--- src/rtl/console_pkg.sv ---
// Shared constants and state type for the text console write controller.
package console_pkg;

  localparam int COLS_DEF = 107;
  localparam int ROWS_DEF = 40;

  localparam logic [7:0] CH_BS    = 8'h08;
  localparam logic [7:0] CH_LF    = 8'h0A;
  localparam logic [7:0] CH_FF    = 8'h0C;
  localparam logic [7:0] CH_CR    = 8'h0D;
  localparam logic [7:0] CH_SPACE = 8'h20;

  typedef enum logic [1:0] {
    CLR_SCREEN = 2'd0,
    IDLE       = 2'd1,
    CLR_LINE   = 2'd2
  } console_state_e;

  function automatic logic is_ctrl(input logic [7:0] c);
    return (c == CH_BS) || (c == CH_LF) || (c == CH_FF) || (c == CH_CR);
  endfunction

endpackage

--- src/rtl/console_cursor.sv ---
// Cursor position and row base address; row_base tracks row*COLS by addition only.
module console_cursor
  import console_pkg::*;
#(
  parameter int COLS   = COLS_DEF,
  parameter int ROWS   = ROWS_DEF,
  parameter int ADDR_W = 13
) (
  input  logic              clk_i,
  input  logic              rst_ni,
  input  logic              inc_i,
  input  logic              cr_i,
  input  logic              lf_i,
  input  logic              back_i,
  input  logic              home_i,
  output logic [6:0]        col_o,
  output logic [5:0]        row_o,
  output logic [ADDR_W-1:0] row_base_o,
  output logic [ADDR_W-1:0] cell_addr_o,
  output logic              last_col_o,
  output logic              first_col_o
);

  logic [6:0]        col_q, col_d;
  logic [5:0]        row_q, row_d;
  logic [ADDR_W-1:0] rb_q, rb_d;
  logic              last_col;
  logic              first_col;
  logic              advance;

  assign last_col  = (col_q == 7'(COLS - 1));
  assign first_col = (col_q == 7'd0);
  // A printable in the last column behaves like a newline after its write.
  assign advance   = lf_i || (inc_i && last_col);

  always_comb begin
    col_d = col_q;
    row_d = row_q;
    rb_d  = rb_q;
    if (home_i) begin
      col_d = 7'd0;
      row_d = 6'd0;
      rb_d  = '0;
    end else if (advance) begin
      col_d = 7'd0;
      if (row_q == 6'(ROWS - 1)) begin
        row_d = 6'd0;
        rb_d  = '0;
      end else begin
        row_d = row_q + 6'd1;
        rb_d  = rb_q + ADDR_W'(COLS);
      end
    end else if (inc_i) begin
      col_d = col_q + 7'd1;
    end else if (cr_i) begin
      col_d = 7'd0;
    end else if (back_i && !first_col) begin
      col_d = col_q - 7'd1;
    end
  end

  always_ff @(posedge clk_i or negedge rst_ni) begin
    if (!rst_ni) begin
      col_q <= 7'd0;
      row_q <= 6'd0;
      rb_q  <= '0;
    end else begin
      col_q <= col_d;
      row_q <= row_d;
      rb_q  <= rb_d;
    end
  end

  assign col_o       = col_q;
  assign row_o       = row_q;
  assign row_base_o  = rb_q;
  assign cell_addr_o = rb_q + ADDR_W'(col_q);
  assign last_col_o  = last_col;
  assign first_col_o = first_col;

endmodule

--- src/rtl/text_console_ctrl.sv ---
// Byte-stream terminal controller driving the character video memory write port.
module text_console_ctrl
  import console_pkg::*;
#(
  parameter int COLS   = COLS_DEF,
  parameter int ROWS   = ROWS_DEF,
  parameter int ADDR_W = 13
) (
  input  logic              write_clk,
  input  logic              write_rst_n,
  input  logic [7:0]        in_char,
  input  logic              in_valid,
  output logic              in_ready,
  output logic [7:0]        vm_ch_in,
  output logic [ADDR_W-1:0] vm_ch_addr,
  output logic              vm_ch_write_enable,
  output logic [6:0]        cursor_col,
  output logic [5:0]        cursor_row,
  output logic              busy,
  output logic [1:0]        dbg_state
);

  localparam int               CNT_W      = ADDR_W + 1;
  localparam logic [CNT_W-1:0] LINE_LEN   = CNT_W'(COLS);
  localparam logic [CNT_W-1:0] SCREEN_LEN = CNT_W'(COLS * ROWS);

  console_state_e    state_q;
  logic [CNT_W-1:0]  cnt_q;
  logic              ready_q;
  logic              busy_q;
  logic              we_q;
  logic [7:0]        data_q;
  logic [ADDR_W-1:0] addr_q;

  logic              accept;
  logic              is_cr, is_lf, is_bs, is_ff, is_print;
  logic [ADDR_W-1:0] row_base;
  logic [ADDR_W-1:0] cell_addr;
  logic              last_col;
  logic              first_col;

  // Handshake: a byte transfers on a rising edge where in_valid && in_ready;
  // in_ready is high only in IDLE, and the producer holds in_char until then.
  assign accept   = in_valid && ready_q;
  assign is_cr    = (in_char == CH_CR);
  assign is_lf    = (in_char == CH_LF);
  assign is_bs    = (in_char == CH_BS);
  assign is_ff    = (in_char == CH_FF);
  assign is_print = !is_ctrl(in_char);

  console_cursor #(
    .COLS   (COLS),
    .ROWS   (ROWS),
    .ADDR_W (ADDR_W)
  ) u_cursor (
    .clk_i       (write_clk),
    .rst_ni      (write_rst_n),
    .inc_i       (accept && is_print),
    .cr_i        (accept && is_cr),
    .lf_i        (accept && is_lf),
    .back_i      (accept && is_bs),
    .home_i      (accept && is_ff),
    .col_o       (cursor_col),
    .row_o       (cursor_row),
    .row_base_o  (row_base),
    .cell_addr_o (cell_addr),
    .last_col_o  (last_col),
    .first_col_o (first_col)
  );

  always_ff @(posedge write_clk or negedge write_rst_n) begin
    if (!write_rst_n) begin
      state_q <= CLR_SCREEN;
      cnt_q   <= '0;
      ready_q <= 1'b0;
      busy_q  <= 1'b1;
      we_q    <= 1'b0;
      data_q  <= CH_SPACE;
      addr_q  <= '0;
    end else begin
      we_q <= 1'b0;
      case (state_q)
        IDLE: begin
          if (accept) begin
            if (is_print) begin
              we_q   <= 1'b1;
              data_q <= in_char;
              addr_q <= cell_addr;
              if (last_col) begin
                state_q <= CLR_LINE;
                cnt_q   <= '0;
                ready_q <= 1'b0;
                busy_q  <= 1'b1;
              end
            end else if (is_lf) begin
              state_q <= CLR_LINE;
              cnt_q   <= '0;
              ready_q <= 1'b0;
              busy_q  <= 1'b1;
            end else if (is_ff) begin
              state_q <= CLR_SCREEN;
              cnt_q   <= '0;
              ready_q <= 1'b0;
              busy_q  <= 1'b1;
            end else if (is_bs && !first_col) begin
              we_q   <= 1'b1;
              data_q <= CH_SPACE;
              addr_q <= cell_addr - ADDR_W'(1);
            end
          end
        end
        // row_base already points at the new row when the line clear starts.
        CLR_LINE: begin
          if (cnt_q == LINE_LEN) begin
            state_q <= IDLE;
            ready_q <= 1'b1;
            busy_q  <= 1'b0;
          end else begin
            we_q   <= 1'b1;
            data_q <= CH_SPACE;
            addr_q <= row_base + ADDR_W'(cnt_q);
            cnt_q  <= cnt_q + CNT_W'(1);
          end
        end
        CLR_SCREEN: begin
          if (cnt_q == SCREEN_LEN) begin
            state_q <= IDLE;
            ready_q <= 1'b1;
            busy_q  <= 1'b0;
          end else begin
            we_q   <= 1'b1;
            data_q <= CH_SPACE;
            addr_q <= cnt_q[ADDR_W-1:0];
            cnt_q  <= cnt_q + CNT_W'(1);
          end
        end
        default: begin
          state_q <= CLR_SCREEN;
          cnt_q   <= '0;
          ready_q <= 1'b0;
          busy_q  <= 1'b1;
        end
      endcase
    end
  end

  assign in_ready           = ready_q;
  assign busy               = busy_q;
  assign vm_ch_write_enable = we_q;
  assign vm_ch_in           = data_q;
  assign vm_ch_addr         = addr_q;
  assign dbg_state          = state_q;

endmodule

--- config.mk ---
export PLATFORM = sky130hd
export DESIGN_NAME = text_console_ctrl
export DESIGN_NICKNAME = d
export VERILOG_FILES = /design/src/rtl/console_pkg.sv /design/src/rtl/console_cursor.sv /design/src/rtl/text_console_ctrl.sv
export SDC_FILE = /design/constraint.sdc
export NUM_CORES = 1
export LEC_CHECK = 0
export ABC_CLOCK_PERIOD_IN_PS = 4220
export CAP_MARGIN = 20
export CORE_UTILIZATION = 40
export CTS_BUF_LIST = sky130_fd_sc_hd__clkbuf_16
export CTS_CLUSTER_SIZE = 28
export DETAILED_ROUTE_END_ITERATION = 10
export MAX_ROUTING_LAYER = met4
export PLACE_DENSITY_LB_ADDON = 0.25
export SYNTH_ARGS = -nofsm -noshare
export SYNTH_HDL_FRONTEND = slang
export SYNTH_SLANG_ARGS = --single-unit
export TNS_END_PERCENT = 5
--- constraint.sdc ---
create_clock -name write_clk -period 4.22 [get_ports write_clk]
set_clock_uncertainty 0.2 [all_clocks]
set_input_delay 0.422 -clock write_clk [delete_from_list [all_inputs] [get_ports write_clk]]
set_output_delay 0.422 -clock write_clk [all_outputs]
set_load 0.005 [all_outputs]
# [Word level (Yosys, flattened, before mapping)]
# Cells that the tools add are included.
[totals] regBits=66 input_bits=11 out_inout_bits=39 elab_cells=128
[classes] add_sub_neg=8 n_eq_ne=20 muxes=67 reduce_logical=23
[ops] operator="$mux 13" n=10
[ops] operator="$mux 14" n=7
[ops] operator="$mux 8" n=7
[ops] operator="$pmux 14 s3" n=1
[ops] operator="$pmux 13 s3" n=1
[ops] operator="$mux 7" n=5
[ops] operator="$eq 8x4->1 const B" n=4
[ops] operator="$pmux 8 s3" n=1
[ops] operator="$mux 1" n=21
[ops] operator="$mux 6" n=3
[ops] operator="$add 14x1->14 const B" n=1
[ops] operator="$eq 14x13->1 const B" n=1
[ops] operator="$eq 14x7->1 const B" n=1
[ops] operator="$mux 2" n=7
[ops] operator="$add 13x13->13" n=1
[ops] operator="$add 13x7->13" n=1
[ops] operator="$add 13x7->13 const B" n=1
[ops] operator="$sub 13x1->13 const B" n=1
[ops] operator="$ne 2x2->1 const B" n=5
[ops] operator="$reduce_and 5->1" n=2
[ops] operator="$logic_and 1x1->1" n=9
[ops] operator="$ne 3x3->1 const B" n=3
[ops] operator="$pmux 1 s3" n=3
[ops] operator="$add 7x1->7 const B" n=1
[ops] operator="other kinds (17)" n=21

# [Longest topological paths before layout]
[depth] word_depth=10 mapped_depth=13

# [Hierarchy]
# From an unflattened synthesis, not the netlist that was laid out.
[hier_totals] hier_cells=642 hier_area_um2=5231.3
[modules_own_cells] mod="text_console_ctrl" n_inst=1 cells_per_inst=384 area_per_inst_um2=3118.0 seq_area_each_um2=1003.5
[modules_own_cells] mod="console_cursor" n_inst=1 cells_per_inst=258 area_per_inst_um2=2113.3 seq_area_each_um2=650.6

# [Worst setup path after synthesis]
# OpenSTA, ideal clock, no wires.
[synth_path] kind="register to register" start="register u_cursor.col_q[0], in the netlist u_cursor.col_o[0]" end="register addr_q[11], in the netlist vm_ch_addr[11]" setup_ns=0.065 t_arrival_ns=2.970 required_ns=3.955 setup_slack_ns=0.985 path_stages_with_launch=10 path_cell_list="dfrtp_1 -> ha_1 -> fa_1 -> a21o_1 -> a22o_1 -> o41a_1 -> a211o_1 -> or4_1 -> a21oi_1 -> o211a_1"
[synth_via] elab_chain_cells=8 elab_cells_between_ends=13 classes_between="2 x add/sub; 1 x eq/ne; 6 x mux; 4 x reduce/logical"
[synth_rtl] item="start, declared" line="console_cursor.sv:24" rtl="logic [6:0] col_q, col_d;"
[synth_rtl] item="start signal, assigned" line="console_cursor.sv:68" rtl="col_q <= col_d;"
[synth_rtl] item="$add 13x7->13" line="console_cursor.sv:77" rtl="assign cell_addr_o = rb_q + ADDR_W'(col_q);"
[synth_rtl] item="$sub 13x1->13" line="text_console_ctrl.sv:108" rtl="addr_q <= cell_addr - ADDR_W'(1);"
[synth_rtl] item="$mux 13" line="text_console_ctrl.sv:105" rtl="end else if (is_bs && !first_col) begin"
[synth_rtl] item="$mux 13" line="text_console_ctrl.sv:100" rtl="end else if (is_ff) begin"
[synth_rtl] item="$mux 13" line="text_console_ctrl.sv:95" rtl="end else if (is_lf) begin"
[synth_rtl] item="$mux 13" line="text_console_ctrl.sv:85" rtl="if (is_print) begin"
[synth_rtl] item="$mux 13" line="text_console_ctrl.sv:84" rtl="if (accept) begin"
[synth_rtl] item="$pmux 13 s3" line="text_console_ctrl.sv:82" rtl="case (state_q)"
[synth_rtl] item="end signal, assigned" line="text_console_ctrl.sv:88" rtl="addr_q <= cell_addr;"
[synth_rtl] item="end signal, assigned" line="text_console_ctrl.sv:108"
[synth_rtl] item="end signal, assigned" line="text_console_ctrl.sv:121" rtl="addr_q <= row_base + ADDR_W'(cnt_q);"
[synth_rtl] item="end, declared" line="text_console_ctrl.sv:33" rtl="logic [ADDR_W-1:0] addr_q;"
# Parallel ways exist; a longest one is shown, timed or not. The select of a mux whose other input is x is not followed.
# A chain may end at the register's enable or synchronous reset.

# [Worst setup path in the final report]
[layout_path] start="register cnt_q[1]" end="register addr_q[12], in the netlist vm_ch_addr[12]"
[layout_via] elab_chain_cells=3 elab_cells_between_ends=8 classes_between="1 x add/sub; 4 x eq/ne; 2 x mux; 1 x reduce/logical"
[layout_rtl] item="start, declared" line="text_console_ctrl.sv:28" rtl="logic [CNT_W-1:0] cnt_q;"
[layout_rtl] item="start signal, assigned" line="text_console_ctrl.sv:122" rtl="cnt_q <= cnt_q + CNT_W'(1);"
[layout_rtl] item="start signal, assigned" line="text_console_ctrl.sv:134" rtl="cnt_q <= cnt_q + CNT_W'(1);"
[layout_rtl] item="$add 13x13->13, or another cell as far along" line="text_console_ctrl.sv:121"
[layout_rtl] item="$mux 13 or $ne 2x2->1 (tied branches)"
[layout_rtl] item="$pmux 13 s3 or $reduce_and 7->1 (tied branches)"
[layout_rtl] item="end signal, assigned" line="text_console_ctrl.sv:88"
[layout_rtl] item="end signal, assigned" line="text_console_ctrl.sv:121"
[layout_rtl] item="end signal, assigned" line="text_console_ctrl.sv:133" rtl="addr_q <= cnt_q[ADDR_W-1:0];"
# Parallel ways exist; a longest one is shown, timed or not. The select of a mux whose other input is x is not followed.

==> impl_metrics.py <==
metrics = {
    "layout": {
        "regArea_um2": 1650,
        "nets": 699,
        "layout-drive-gt1-share": 0.0618,
        "fill_cells": 1220,
        "n_antenna_cell": 0,
        "multi_input_area_um2": 3220,
        "syn2layout_area_growth_pct": 18.9,
        "final-instance-count-excl-fill": 831,
    },
    "logic_synthesis": {
        "netlist_instances": 617,
        "yosysWarningCount": 0,
        "ys_async_sr_fraction": 1.00,
        "synth_edf_count": 0,
        "yosysUniqueCellTypes": 70,
        "synth_ff_type": "dfrtp_1",
        "syn_avg_cell_area_um2": 8.23,
        "yosysSeqAreaShare": 0.326,
        "synth_area_um2": 5070,
        "synth_fp_nets": 658,
        "ys_ff_latch": 66,
    },
    "sta": {
        "finalSetupViolations": 0,
        "min_period_ns": 3.53,
        "maxSlewHeadroom": 0.341,
        "hold-worst-slack_ns": 0.269,
        "fmax_ghz": 0.284,
        "rsz0062_at_grt": "no",
        "maxSlewViolCount": 0,
        "hold_violations": 0,
        "fin_crit_sh": 0.836,
        "tns_ns": 0,
        "worst_pin_slew_ns": 0.985,
    },
    "floorplan": {
        "die-area_um2": 13100,
        "start_util": 0.416,
        "dieHeight_um": 115,
        "io_pins": 50,
        "fp.coreArea_um2": 12200,
        "num_rows": 40,
        "die_w_um": 115,
    },
    "drt": {
        "avgRoutedWirePerCell_um": 17.8,
        "drc_errors": 0,
        "totalWireLength_mm": 14.8,
        "via_count": 4915,
        "firstDrtPassIters": 5,
        "drtIter0Drc": 379,
        "vias_per_cell": 5.91,
        "postRouteAntennaNets": 0,
    },
    "power_and_ir_drop": {
        "vdd_drop_max_mv": 0.296,
        "p_per_area_nw_per_um2": 628,
        "p_leak_uw": 0.00258,
    },
    "clocking": {
        "cts_tree": "done",
        "cts_buffers": 9,
        "ctsRootBufferMaster": "clkbuf_16",
        "post_cts_buffers": 0,
        "clock_latency_ns": 0.34,
        "cts_sinks": 66,
        "htreeDepth": 3,
        "max-clock-path-buffers": 2,
        "path_clk_slew_ns": 0.06,
    },
    "critical_path": {
        "crit_buf_inv": 2,
        "worstPathArrival_ns": 3.53,
        "crit_cells": 10,
        "crit_slowest_cell": "nor2_2",
        "critPathKind": "register to register",
        "endpoint": "vm_ch_addr[12]",
        "crit_required_ns": 4.22,
        "rrSetupSlack_ns": 0.69,
        "ff2ff_path_depth": 10,
        "timing.rr.end": "vm_ch_addr[12]",
        "path_max_fanout": 21,
        "crit_path_start_kind": "register",
        "cp-startpoint": "cnt_q[1]",
        "crit_family": "simple AND/OR/NAND/NOR gates",
        "slowest_delay_ns": 0.66,
        "reg2reg_from": "cnt_q[1]",
        "cp-end-kind": "register",
        "timing.critical_path.cells": "ha_1 > inv_1 > nor4b_1 > a21oi_1 > and2b_1 > nor2_1 > nor2_2 > inv_1 > nor2_1 > a221oi_1",
    },
    "placement": {
        "gp_congestion": 0.918,
        "dp_hpwl_mm": 11.1,
        "dp_cells": 814,
        "io_buffers": 49,
    },
    "min_path": {
        "hp-class": "register to register",
    },
    "grt": {
        "grt_pass1_vias": 4780,
        "grt_max_degree": 38,
        "grt-ovfl-total": 0,
        "antenna_found_initial": 0,
        "grt_pass1_wl_mm": 23.9,
        "grt_usage": 0.244,
    },
    "run": {
        "drv_cap": 0,
    },
    "outcome": {
        "status": "finished, final reports clean",
    },
}
[synthesized netlist by cell type, drive strengths merged (3+ instances only)]
cell type  number  area, um2
a41oi           4       42.6
a211o           4       35.0
nor4b           6       80.1
a21oi          49        245
ha             28        350
or2             7       43.8
nor2b           7       43.8
clkbuf         14       52.6
or4             4       30.0
nand3          28        145
nor2           63        241
o221ai          3       26.3
nor4            9       56.3
xor2           10       87.6
a211oi         17        133
dfrtp          64       1600
or3             6       37.5
and3           11       68.8
and2            4       25.0
a22o            3       26.3
o22ai           6       37.5
nor3           14       75.1
buf            12       81.3
mux2i           6       60.1
o211ai          3       22.5
nand4           3       18.8
nand2          71        267
nand3b          3       35.0
o21ai          53        265
a21o           11       82.6
xnor2          28        245
nand2b          7       43.8
inv            18       67.6
a31oi           7       43.8
[stage by stage]
step	area (um2)	util	setup slack [ns]	total power [uW]
finish	6030	0.494	0.693	3790
detailed placement	5680	0.465	0.666	2890
floorplan	5070	-	0.985	2190
global route	6030	0.494	0.333	4070
global placement	5680	0.465	0.681	2860
CTS	6030	0.494	0.725	3790
[tightest hold or removal path, stage by stage (launching register included)]
cell and delay [ns]:
dfrtp_1 0.34, nand2_1 0.05, nand2_1 0.05
[report_power, final]
group	leakage (uW)	internal [uW]	switching (uW)	total [uW]
Sequential	0.000846	817	264	1080
Combinational	0.00156	819	1010	1830
Clock	0.000167	577	300	877
Total	0.00258	2210	1580	3790
[state kept, by name (all words and copies together), names as in the netlist]
signal               cells
busy                     1
cnt_q                   14
dbg_state                2
in_ready                 1
u_cursor.col_o           7
u_cursor.row_base_o     13
u_cursor.row_o           6
vm_ch_addr              13
vm_ch_in                 8
vm_ch_write_enable       1
[per-layer routing]
layer | GRT usage | up-vias | part of all wire
met2 | 0.380 | 171 | 0.46
met3 | 0.0603 | 37 | 0.052
met1 | 0.301 | 2371 | 0.46
met5 | - | - | 0
li1 | - | 2336 | -
met4 | 0.106 | 0 | 0.031
[cell families (layout without fill, tap and decap cells)]
kind of cell             after synthesis  after routing  share of synthesized area
AND/OR/NAND/NOR                      249            249                      0.250
AO/OA/AOI/OAI                        181            181                      0.225
flip-flops                            66             66                      0.326
buffers and inverters                 45             91                     0.0404
XOR/XNOR                              38             38                     0.0656
adder cells (fa/ha/maj)               30             30                     0.0769
multiplexers                           8              8                     0.0163
[worst min-delay path by stage]
stage               depth (start not counted)  slack [ns]     endpoint   startpoint
CTS                                         2        0.27  vm_ch_in[7]  vm_ch_in[7]
global route                                2        0.31  vm_ch_in[7]  vm_ch_in[7]
detailed placement                          2        0.26  vm_ch_in[7]  vm_ch_in[7]
floorplan                                   0       -0.07     cnt_q[0]  write_rst_n
finish                                      2        0.27  vm_ch_in[7]  vm_ch_in[7]
global placement                            2        0.25  vm_ch_in[7]  vm_ch_in[7]
[layout by cell type (no fill, tap or decap), types with 9 or more instances in the layout]
cell type / netlist / final
nand2_1: 71 / 71
dfrtp_1: 64 / 64
nor2_1: 61 / 61
o21ai_0: 50 / 50
a21oi_1: 49 / 49
clkdlybuf4s50_1: 0 / 48
xnor2_1: 28 / 28
ha_1: 28 / 28
nand3_1: 27 / 27
inv_1: 18 / 18
a211oi_1: 16 / 16
nor3_1: 13 / 13
a21o_1: 11 / 11
and3_1: 11 / 11
xor2_1: 10 / 10
nor4_1: 9 / 9
clkbuf_16: 0 / 9
[layout make-up]
type	instances	share of cell area
flip-flops and latches	66	0.274
clock inverters	7	0.0193
clock buffers	9	0.0373
well taps	168	0.0348
inverters	19	0.0118
repair buffers	56	0.0896
multi-input cells	506	0.533
[timing repair]
item | 4_1_cts | 5_1_grt
hold endpoints to repair | 28 | 0
gates resized for setup | 0 | 0
setup endpoints to repair | 0 | 0
hold buffers | 1 | 0
Note: power is estimated with default switching activity, not from simulation.
